### src/rtl/debouncer_multi_pkg.sv
// Shared types and default timing for the multi-channel button debouncer.
//   rep_state_e     : per-channel auto-repeat FSM encoding
//   Def*            : default widths for a 50 MHz board clock
//   max_bits()      : width helper for the shared hold/repeat counter
package debouncer_multi_pkg;

  typedef enum logic [1:0] {
    StIdle   = 2'd0,
    StHold   = 2'd1,
    StRepeat = 2'd2
  } rep_state_e;

  // At 50 MHz: 2**19 cycles ~ 10.5 ms settle, 2**26 ~ 1.34 s to first repeat,
  // 2**23 ~ 168 ms between repeats.
  localparam int unsigned DefDebounceBits = 19;
  localparam int unsigned DefSyncStages   = 2;
  localparam int unsigned DefHoldBits     = 26;
  localparam int unsigned DefRepeatBits   = 23;

  function automatic int unsigned max_bits(input int unsigned a, input int unsigned b);
    return (a > b) ? a : b;
  endfunction

endpackage

### src/rtl/debouncer_multi_if.sv
// Button bundle between raw pins and the stopwatch control logic.
//   input_unstable : raw asynchronous levels (1 = pressed)
//   output_stable  : debounced levels
//   rise_o/fall_o  : 1-cycle pulses on debounced 0->1 / 1->0
//   repeat_o       : 1-cycle auto-repeat pulse while held
// master = pin/stimulus side, slave = debouncer side.
interface debouncer_multi_if #(
  parameter int unsigned NUM_CH = 3
) ();

  logic [NUM_CH-1:0] input_unstable;
  logic [NUM_CH-1:0] output_stable;
  logic [NUM_CH-1:0] rise_o;
  logic [NUM_CH-1:0] fall_o;
  logic [NUM_CH-1:0] repeat_o;

  modport master (
    output input_unstable,
    input  output_stable,
    input  rise_o,
    input  fall_o,
    input  repeat_o
  );

  modport slave (
    input  input_unstable,
    output output_stable,
    output rise_o,
    output fall_o,
    output repeat_o
  );

endinterface

### src/rtl/debouncer_multi_channel.sv
// One debounce channel: synchroniser chain, saturating agreement counter,
// registered edge pulses and an optional hold-to-repeat FSM.
//   clk, rst_n : clock, asynchronous active-low reset
//   raw_i      : raw button level
//   stable_o   : debounced level
//   rise_o     : 1-cycle pulse in the first cycle stable_o is 1
//   fall_o     : 1-cycle pulse in the first cycle stable_o is 0
//   repeat_o   : 1-cycle auto-repeat pulse while held (0 when REPEAT_EN = 0)
module debouncer_multi_channel
  import debouncer_multi_pkg::*;
#(
  parameter int unsigned COUNTER_BITS = DefDebounceBits,
  parameter int unsigned SYNC_STAGES  = DefSyncStages,
  parameter bit          REPEAT_EN    = 1'b1,
  parameter int unsigned HOLD_BITS    = DefHoldBits,
  parameter int unsigned REPEAT_BITS  = DefRepeatBits
) (
  input  logic clk,
  input  logic rst_n,
  input  logic raw_i,
  output logic stable_o,
  output logic rise_o,
  output logic fall_o,
  output logic repeat_o
);

  localparam logic [COUNTER_BITS-1:0] CntMax = '1;
  localparam logic [COUNTER_BITS-1:0] CntOne = COUNTER_BITS'(1);

  logic [SYNC_STAGES-1:0]  sync_q;
  logic                    sync;
  logic [COUNTER_BITS-1:0] cnt_q, cnt_d;
  logic                    stable_q, stable_d;
  logic                    rise_q, rise_d;
  logic                    fall_q, fall_d;

  // Synchroniser: only the last stage is seen downstream.
  always_ff @(posedge clk or negedge rst_n) begin
    if (!rst_n) begin
      sync_q <= '0;
    end else begin
      sync_q <= {sync_q[SYNC_STAGES-2:0], raw_i};
    end
  end

  assign sync = sync_q[SYNC_STAGES-1];

  // Count consecutive disagreeing cycles; any agreement clears the count.
  always_comb begin
    cnt_d    = '0;
    stable_d = stable_q;
    rise_d   = 1'b0;
    fall_d   = 1'b0;
    if (sync != stable_q) begin
      if (cnt_q == CntMax) begin
        stable_d = sync;
        rise_d   = sync;
        fall_d   = ~sync;
      end else begin
        cnt_d = cnt_q + CntOne;
      end
    end
  end

  always_ff @(posedge clk or negedge rst_n) begin
    if (!rst_n) begin
      cnt_q    <= '0;
      stable_q <= 1'b0;
      rise_q   <= 1'b0;
      fall_q   <= 1'b0;
    end else begin
      cnt_q    <= cnt_d;
      stable_q <= stable_d;
      rise_q   <= rise_d;
      fall_q   <= fall_d;
    end
  end

  assign stable_o = stable_q;
  assign rise_o   = rise_q;
  assign fall_o   = fall_q;

  if (REPEAT_EN) begin : g_repeat
    localparam int unsigned HcntBits = max_bits(HOLD_BITS, REPEAT_BITS);
    localparam logic [HcntBits-1:0] HoldTc = HcntBits'({HOLD_BITS{1'b1}});
    localparam logic [HcntBits-1:0] RepTc  = HcntBits'({REPEAT_BITS{1'b1}});
    localparam logic [HcntBits-1:0] HOne   = HcntBits'(1);

    rep_state_e          state_q, state_d;
    logic [HcntBits-1:0] hcnt_q, hcnt_d;
    logic                rpt_q, rpt_d;

    // The FSM leaves IDLE on the same edge that commits the rise, so hcnt is 0
    // in the rise_o cycle and the registered pulse lands exactly 2**HOLD_BITS later.
    always_comb begin
      state_d = state_q;
      hcnt_d  = hcnt_q;
      rpt_d   = 1'b0;
      unique case (state_q)
        StIdle: begin
          if (rise_d) begin
            state_d = StHold;
            hcnt_d  = '0;
          end
        end
        StHold: begin
          if (hcnt_q == HoldTc) begin
            rpt_d   = 1'b1;
            hcnt_d  = '0;
            state_d = StRepeat;
          end else begin
            hcnt_d = hcnt_q + HOne;
          end
        end
        StRepeat: begin
          if (hcnt_q == RepTc) begin
            rpt_d  = 1'b1;
            hcnt_d = '0;
          end else begin
            hcnt_d = hcnt_q + HOne;
          end
        end
        default: begin
          state_d = StIdle;
          hcnt_d  = '0;
        end
      endcase
      // Release wins over a coincident terminal count.
      if (fall_d || (!stable_q && state_q != StIdle)) begin
        state_d = StIdle;
        hcnt_d  = '0;
        rpt_d   = 1'b0;
      end
    end

    always_ff @(posedge clk or negedge rst_n) begin
      if (!rst_n) begin
        state_q <= StIdle;
        hcnt_q  <= '0;
        rpt_q   <= 1'b0;
      end else begin
        state_q <= state_d;
        hcnt_q  <= hcnt_d;
        rpt_q   <= rpt_d;
      end
    end

    assign repeat_o = rpt_q;
  end else begin : g_no_repeat
    assign repeat_o = 1'b0;
  end

endmodule

### src/rtl/debouncer_multi.sv
// Multi-channel push-button debouncer for the stopwatch keys.
//   clk, rst_n : clock, asynchronous active-low reset
//   btn        : debouncer_multi_if slave (raw levels in; stable level,
//                rise/fall pulses and auto-repeat pulses out, one bit per channel)
// Channels are fully independent; this level is wiring only.
module debouncer_multi
  import debouncer_multi_pkg::*;
#(
  parameter int unsigned NUM_CH       = 3,
  parameter int unsigned COUNTER_BITS = DefDebounceBits,
  parameter int unsigned SYNC_STAGES  = DefSyncStages,
  parameter bit          REPEAT_EN    = 1'b1,
  parameter int unsigned HOLD_BITS    = DefHoldBits,
  parameter int unsigned REPEAT_BITS  = DefRepeatBits
) (
  input logic              clk,
  input logic              rst_n,
  debouncer_multi_if.slave btn
);

  logic [NUM_CH-1:0] stable_w;
  logic [NUM_CH-1:0] rise_w;
  logic [NUM_CH-1:0] fall_w;
  logic [NUM_CH-1:0] repeat_w;

  for (genvar i = 0; i < NUM_CH; i++) begin : g_ch
    debouncer_multi_channel #(
      .COUNTER_BITS (COUNTER_BITS),
      .SYNC_STAGES  (SYNC_STAGES),
      .REPEAT_EN    (REPEAT_EN),
      .HOLD_BITS    (HOLD_BITS),
      .REPEAT_BITS  (REPEAT_BITS)
    ) u_channel (
      .clk      (clk),
      .rst_n    (rst_n),
      .raw_i    (btn.input_unstable[i]),
      .stable_o (stable_w[i]),
      .rise_o   (rise_w[i]),
      .fall_o   (fall_w[i]),
      .repeat_o (repeat_w[i])
    );
  end

  assign btn.output_stable = stable_w;
  assign btn.rise_o        = rise_w;
  assign btn.fall_o        = fall_w;
  assign btn.repeat_o      = repeat_w;

endmodule

### src/flat_wrapper.sv
// flat-port wrapper written by rule: the top's interface ports become plain ports
module debouncer_multi_flat import debouncer_multi_pkg::*;
#(
  parameter int unsigned NUM_CH       = 3,
  parameter int unsigned COUNTER_BITS = DefDebounceBits,
  parameter int unsigned SYNC_STAGES  = DefSyncStages,
  parameter bit          REPEAT_EN    = 1'b1,
  parameter int unsigned HOLD_BITS    = DefHoldBits,
  parameter int unsigned REPEAT_BITS  = DefRepeatBits
)
  (clk, rst_n, btn_input_unstable, btn_output_stable, btn_rise_o, btn_fall_o, btn_repeat_o);
  debouncer_multi_if #(.NUM_CH(NUM_CH)) btn_i ();
  input logic clk;
  input logic rst_n;
  input wire logic [$bits(btn_i.input_unstable)-1:0] btn_input_unstable;
  output wire logic [$bits(btn_i.output_stable)-1:0] btn_output_stable;
  output wire logic [$bits(btn_i.rise_o)-1:0] btn_rise_o;
  output wire logic [$bits(btn_i.fall_o)-1:0] btn_fall_o;
  output wire logic [$bits(btn_i.repeat_o)-1:0] btn_repeat_o;
  assign btn_i.input_unstable = btn_input_unstable;
  assign btn_output_stable = btn_i.output_stable;
  assign btn_rise_o = btn_i.rise_o;
  assign btn_fall_o = btn_i.fall_o;
  assign btn_repeat_o = btn_i.repeat_o;
  debouncer_multi #(.NUM_CH(NUM_CH), .COUNTER_BITS(COUNTER_BITS), .SYNC_STAGES(SYNC_STAGES), .REPEAT_EN(REPEAT_EN), .HOLD_BITS(HOLD_BITS), .REPEAT_BITS(REPEAT_BITS)) u_core (.clk(clk), .rst_n(rst_n), .btn(btn_i));
endmodule
### config.mk
export PLATFORM = sky130hd
export DESIGN_NAME = debouncer_multi_flat
export DESIGN_NICKNAME = d
export VERILOG_FILES = /design/src/rtl/debouncer_multi_pkg.sv /design/src/rtl/debouncer_multi_if.sv /design/src/rtl/debouncer_multi_channel.sv /design/src/rtl/debouncer_multi.sv /design/src/flat_wrapper.sv
export SDC_FILE = /design/constraint.sdc
export NUM_CORES = 1
export LEC_CHECK = 0
export CAP_MARGIN = 10
export CORE_MARGIN = 4
export CORE_UTILIZATION = 60
export CTS_BUF_LIST = sky130_fd_sc_hd__clkbuf_16
export DETAILED_ROUTE_END_ITERATION = 8
export MAX_ROUTING_LAYER = met4
export PLACE_DENSITY = 0.88
export SYNTH_ARGS = -nofsm -noshare
export SYNTH_HDL_FRONTEND = slang
export SYNTH_SLANG_ARGS = --single-unit
### constraint.sdc
create_clock -name clk -period 3.1 [get_ports clk]
set_input_delay 0.93 -clock clk [delete_from_list [all_inputs] [get_ports clk]]
set_output_delay 0.93 -clock clk [all_outputs]
set_load 0.05 [all_outputs]
==> impl_metrics.py <==
metrics = {
    "outcome": {
        "outcome": "complete, no violations",
    },
    "clock_network": {
        "cts_root_buffer": "clkbuf_16",
        "cts_hold_buf": 0,
        "clockBufferDepth": 2,
        "clkLatencyLatePin_ns": 0.43,
        "htree_levels": 4,
        "path_clk_slew_ns": 0.06,
        "post_cts_resized": 0,
        "clock-sinks": 159,
        "tritoncts": "built",
        "postCtsSetupRepairBufs": 0,
        "cts_inserted_buffers": 17,
    },
    "critical_path": {
        "required_ns": 2.17,
        "endpoint_kind": "output port",
        "cp_top_family": "buffers and inverters",
        "cpPeakStageDelay_ns": 0.89,
        "cp_slowest_cell": "clkdlybuf4s50_1",
        "worst-setup-path-type": "flop to output port",
        "crit_fanout": 10,
        "cp-start-kind": "flop",
        "path_cells": "clkdlybuf4s50_1",
        "path_buf_inv": 1,
        "cp.arrival_ns": 1.86,
    },
    "synth": {
        "async_flop_share": 1.00,
        "synth_flop_cell": "dfrtp_1",
        "ys_ff_latch": 159,
        "synth_cell_types": 69,
        "synth.area.top_cells": "dfrtp_1 47%, nor2_1 5.0%, nand3_1 4.9%, nand2_1 3.8%, xnor2_1 3.4%",
        "ys_seq_area_frac": 0.466,
        "yosys.area.top_type": "dfrtp_1",
        "synthCells": 919,
        "syn_nets": 942,
        "yosysWarnings": 0,
        "postSynthAreaPerCell_um2": 9.28,
        "synth_top_area_frac": 0.466,
        "synth-edff-count": 0,
        "synth_area_um2": 8530,
    },
    "drt": {
        "wl_met1_um": 7860,
        "route.met2.wl_um": 8320,
        "met3_length_um": 588,
        "drc": 0,
        "first_iter_violations": 687,
        "drt-total-wl_um": 17100,
        "vias": 6772,
        "wl_per_cell_um": 15.2,
        "viasPerCell": 6.05,
        "ant_nets": 0,
        "drtPass1Iterations": 5,
        "top_layer_used": "met4",
    },
    "power_and_ir_drop": {
        "powerDensity_nw_per_um2": 445,
        "p_comb_frac": 0.020,
        "p_clk_frac": 0.476,
        "seq_power_share": 0.504,
        "max-vdd-ir-drop_mv": 0.384,
        "switching_share": 0.215,
        "switchingPower_uw": 894,
        "internal_power_uw": 3270,
        "p_leak_uw": 0.00402,
    },
    "min_path": {
        "hp-class": "flop to flop",
    },
    "final_layout": {
        "layout_commonest_cell": "dfrtp_1",
        "final_cell_mix": "159 x dfrtp_1, 114 x nor2_1, 86 x nand2_1, 84 x nand3_1, 38 x inv_1",
        "layout.nets": 950,
        "layout-drive-gt1-share": 0.0703,
        "syn_to_final_growth_pct": 9.76,
        "final_cells": 1119,
        "fin_util": 0.674,
        "num_antenna_cells": 0,
        "fillers": 1050,
    },
    "sta": {
        "finalCritPeriodShare": 0.901,
        "tightestPinTransition_ns": 0.947,
        "clock.fmax_ghz": 0.358,
        "fin_setup_tns_ns": 0,
        "slew_viol_final": 0,
        "fin_crit_ns": 2.79,
        "hold_viol_final": 0,
        "worst_clock_skew_ns": 0.00771,
        "slew_headroom": 0.368,
        "rsz0062_at_grt": "no",
        "final-setup-viol-count": 0,
        "fin_ws_ns": 0.306,
    },
    "global_route": {
        "grt_use_total": 0.231,
        "grt_pass1_vias": 6638,
        "grt_max_degree": 58,
        "antenna_found_initial": 0,
        "overflow": 0,
        "grt_first_pass_wirelength_um": 30200,
    },
    "die": {
        "ios": 17,
        "die_w_um": 127,
        "rows": 43,
        "core_area_um2": 13900,
        "dieArea_um2": 16200,
        "die_height_um": 127,
        "start_util": 0.614,
    },
    "placement": {
        "dpl.cell_count": 1088,
        "io_buffers": 16,
        "post-place-ws_ns": 0.429,
        "gp_congestion": 0.855,
        "dp_hpwl_um": 11100,
    },
    "job": {
        "drv_cap": 0,
    },
}
==> per-layer routing <==
layer / vias to the layer above / track usage
met3: 35 / 0.0489
li1: 3306 / -
met2: 134 / 0.352
met4: 0 / 0.0978
met1: 3297 / 0.302
met5: - / -
==> cell type report <==
type,instances,area (um2),share of cell area
Clock buffer,17,425,0.0454
Tap cell,180,225,0.0241
Inverter,36,135,0.0144
Clock inverter,14,129,0.0138
Timing Repair Buffer,31,287,0.0306
Multi-Input combinational cell,682,4180,0.447
Sequential cell,159,3980,0.425
==> logic make-up after synthesis <==
group,count (synthesis),synth area share
AO/OA/AOI/OAI,158,0.135
XOR/XNOR,59,0.0606
adder cells (fa/ha/maj),18,0.0264
buffers and inverters,78,0.0440
flip-flops,159,0.466
multiplexers,4,0.00499
AND/OR/NAND/NOR,443,0.263
==> power groups by stage <==
stage          Sequential, uW  Combinational [uW]  Clock, uW
2_1_floorplan            2140                29.1          0
3_5_place_dp             2140                86.0          0
4_1_cts                  2100                86.8       2010
5_1_grt                  2100                97.9       2110
6_report                 2100                82.7       1980
3_3_place_gp             2140                84.7          0
==> cells in the mapped netlist, types with 19 or more instances <==
cell type,number
dfrtp_1,159
nor2_1,114
o21ai_1,22
clkbuf_1,19
inv_1,36
nand3_1,84
nand4_1,37
xor2_1,26
xnor2_1,33
and3_1,19
or3_1,21
o21ai_0,19
nand2_1,86
==> flip-flops by register name (all words and copies together) (netlist names) <==
signal                                  cells
u_core.g_ch.u_channel.repeat_o              3
u_core.g_ch.u_channel.rise_o                3
u_core.g_ch.u_channel.cnt_q                57
u_core.g_ch.u_channel.sync_q                6
u_core.g_ch.u_channel.stable_o              3
u_core.g_ch.u_channel.g_repeat.hcnt_q      78
u_core.g_ch.u_channel.fall_o                3
u_core.g_ch.u_channel.g_repeat.state_q      6
==> stage by stage <==
step / power (uW) / hold slack, ns / area, um2
detailed placement: 2220 / 0.341 / 8810
floorplan: 2170 / 0.331 / 8530
global route: 4310 / 0.357 / 9360
CTS: 4190 / 0.355 / 9360
global placement: 2220 / 0.332 / 8810
finish: 4170 / 0.350 / 9360
==> worst paths after layout <==
kind                                                               startpoint                                                        to  slack (ns)  cells past startpoint
worst max-delay path            u_core.g_ch[2].u_channel.stable_o$_DFFE_PN0P_                                      btn_output_stable[2]        0.31                      1
worst min-delay path             u_core.g_ch[2].u_channel.sync_q[0]$_DFF_PN0_              u_core.g_ch[2].u_channel.sync_q[1]$_DFF_PN0_        0.35                      0
worst max register to register    u_core.g_ch[0].u_channel.cnt_q[0]$_DFF_PN0_  u_core.g_ch[0].u_channel.g_repeat.hcnt_q[19]$_DFFE_PN0P_        0.41                      7
worst min register to register   u_core.g_ch[2].u_channel.sync_q[0]$_DFF_PN0_              u_core.g_ch[2].u_channel.sync_q[1]$_DFF_PN0_        0.35                      0
max in group asynchronous                                               rst_n               u_core.g_ch[2].u_channel.cnt_q[1]$_DFF_PN0_        1.96                      2
min in group asynchronous                                               rst_n               u_core.g_ch[0].u_channel.cnt_q[3]$_DFF_PN0_        0.46                      1
No activity file was read; power rests on OpenSTA's default activity.
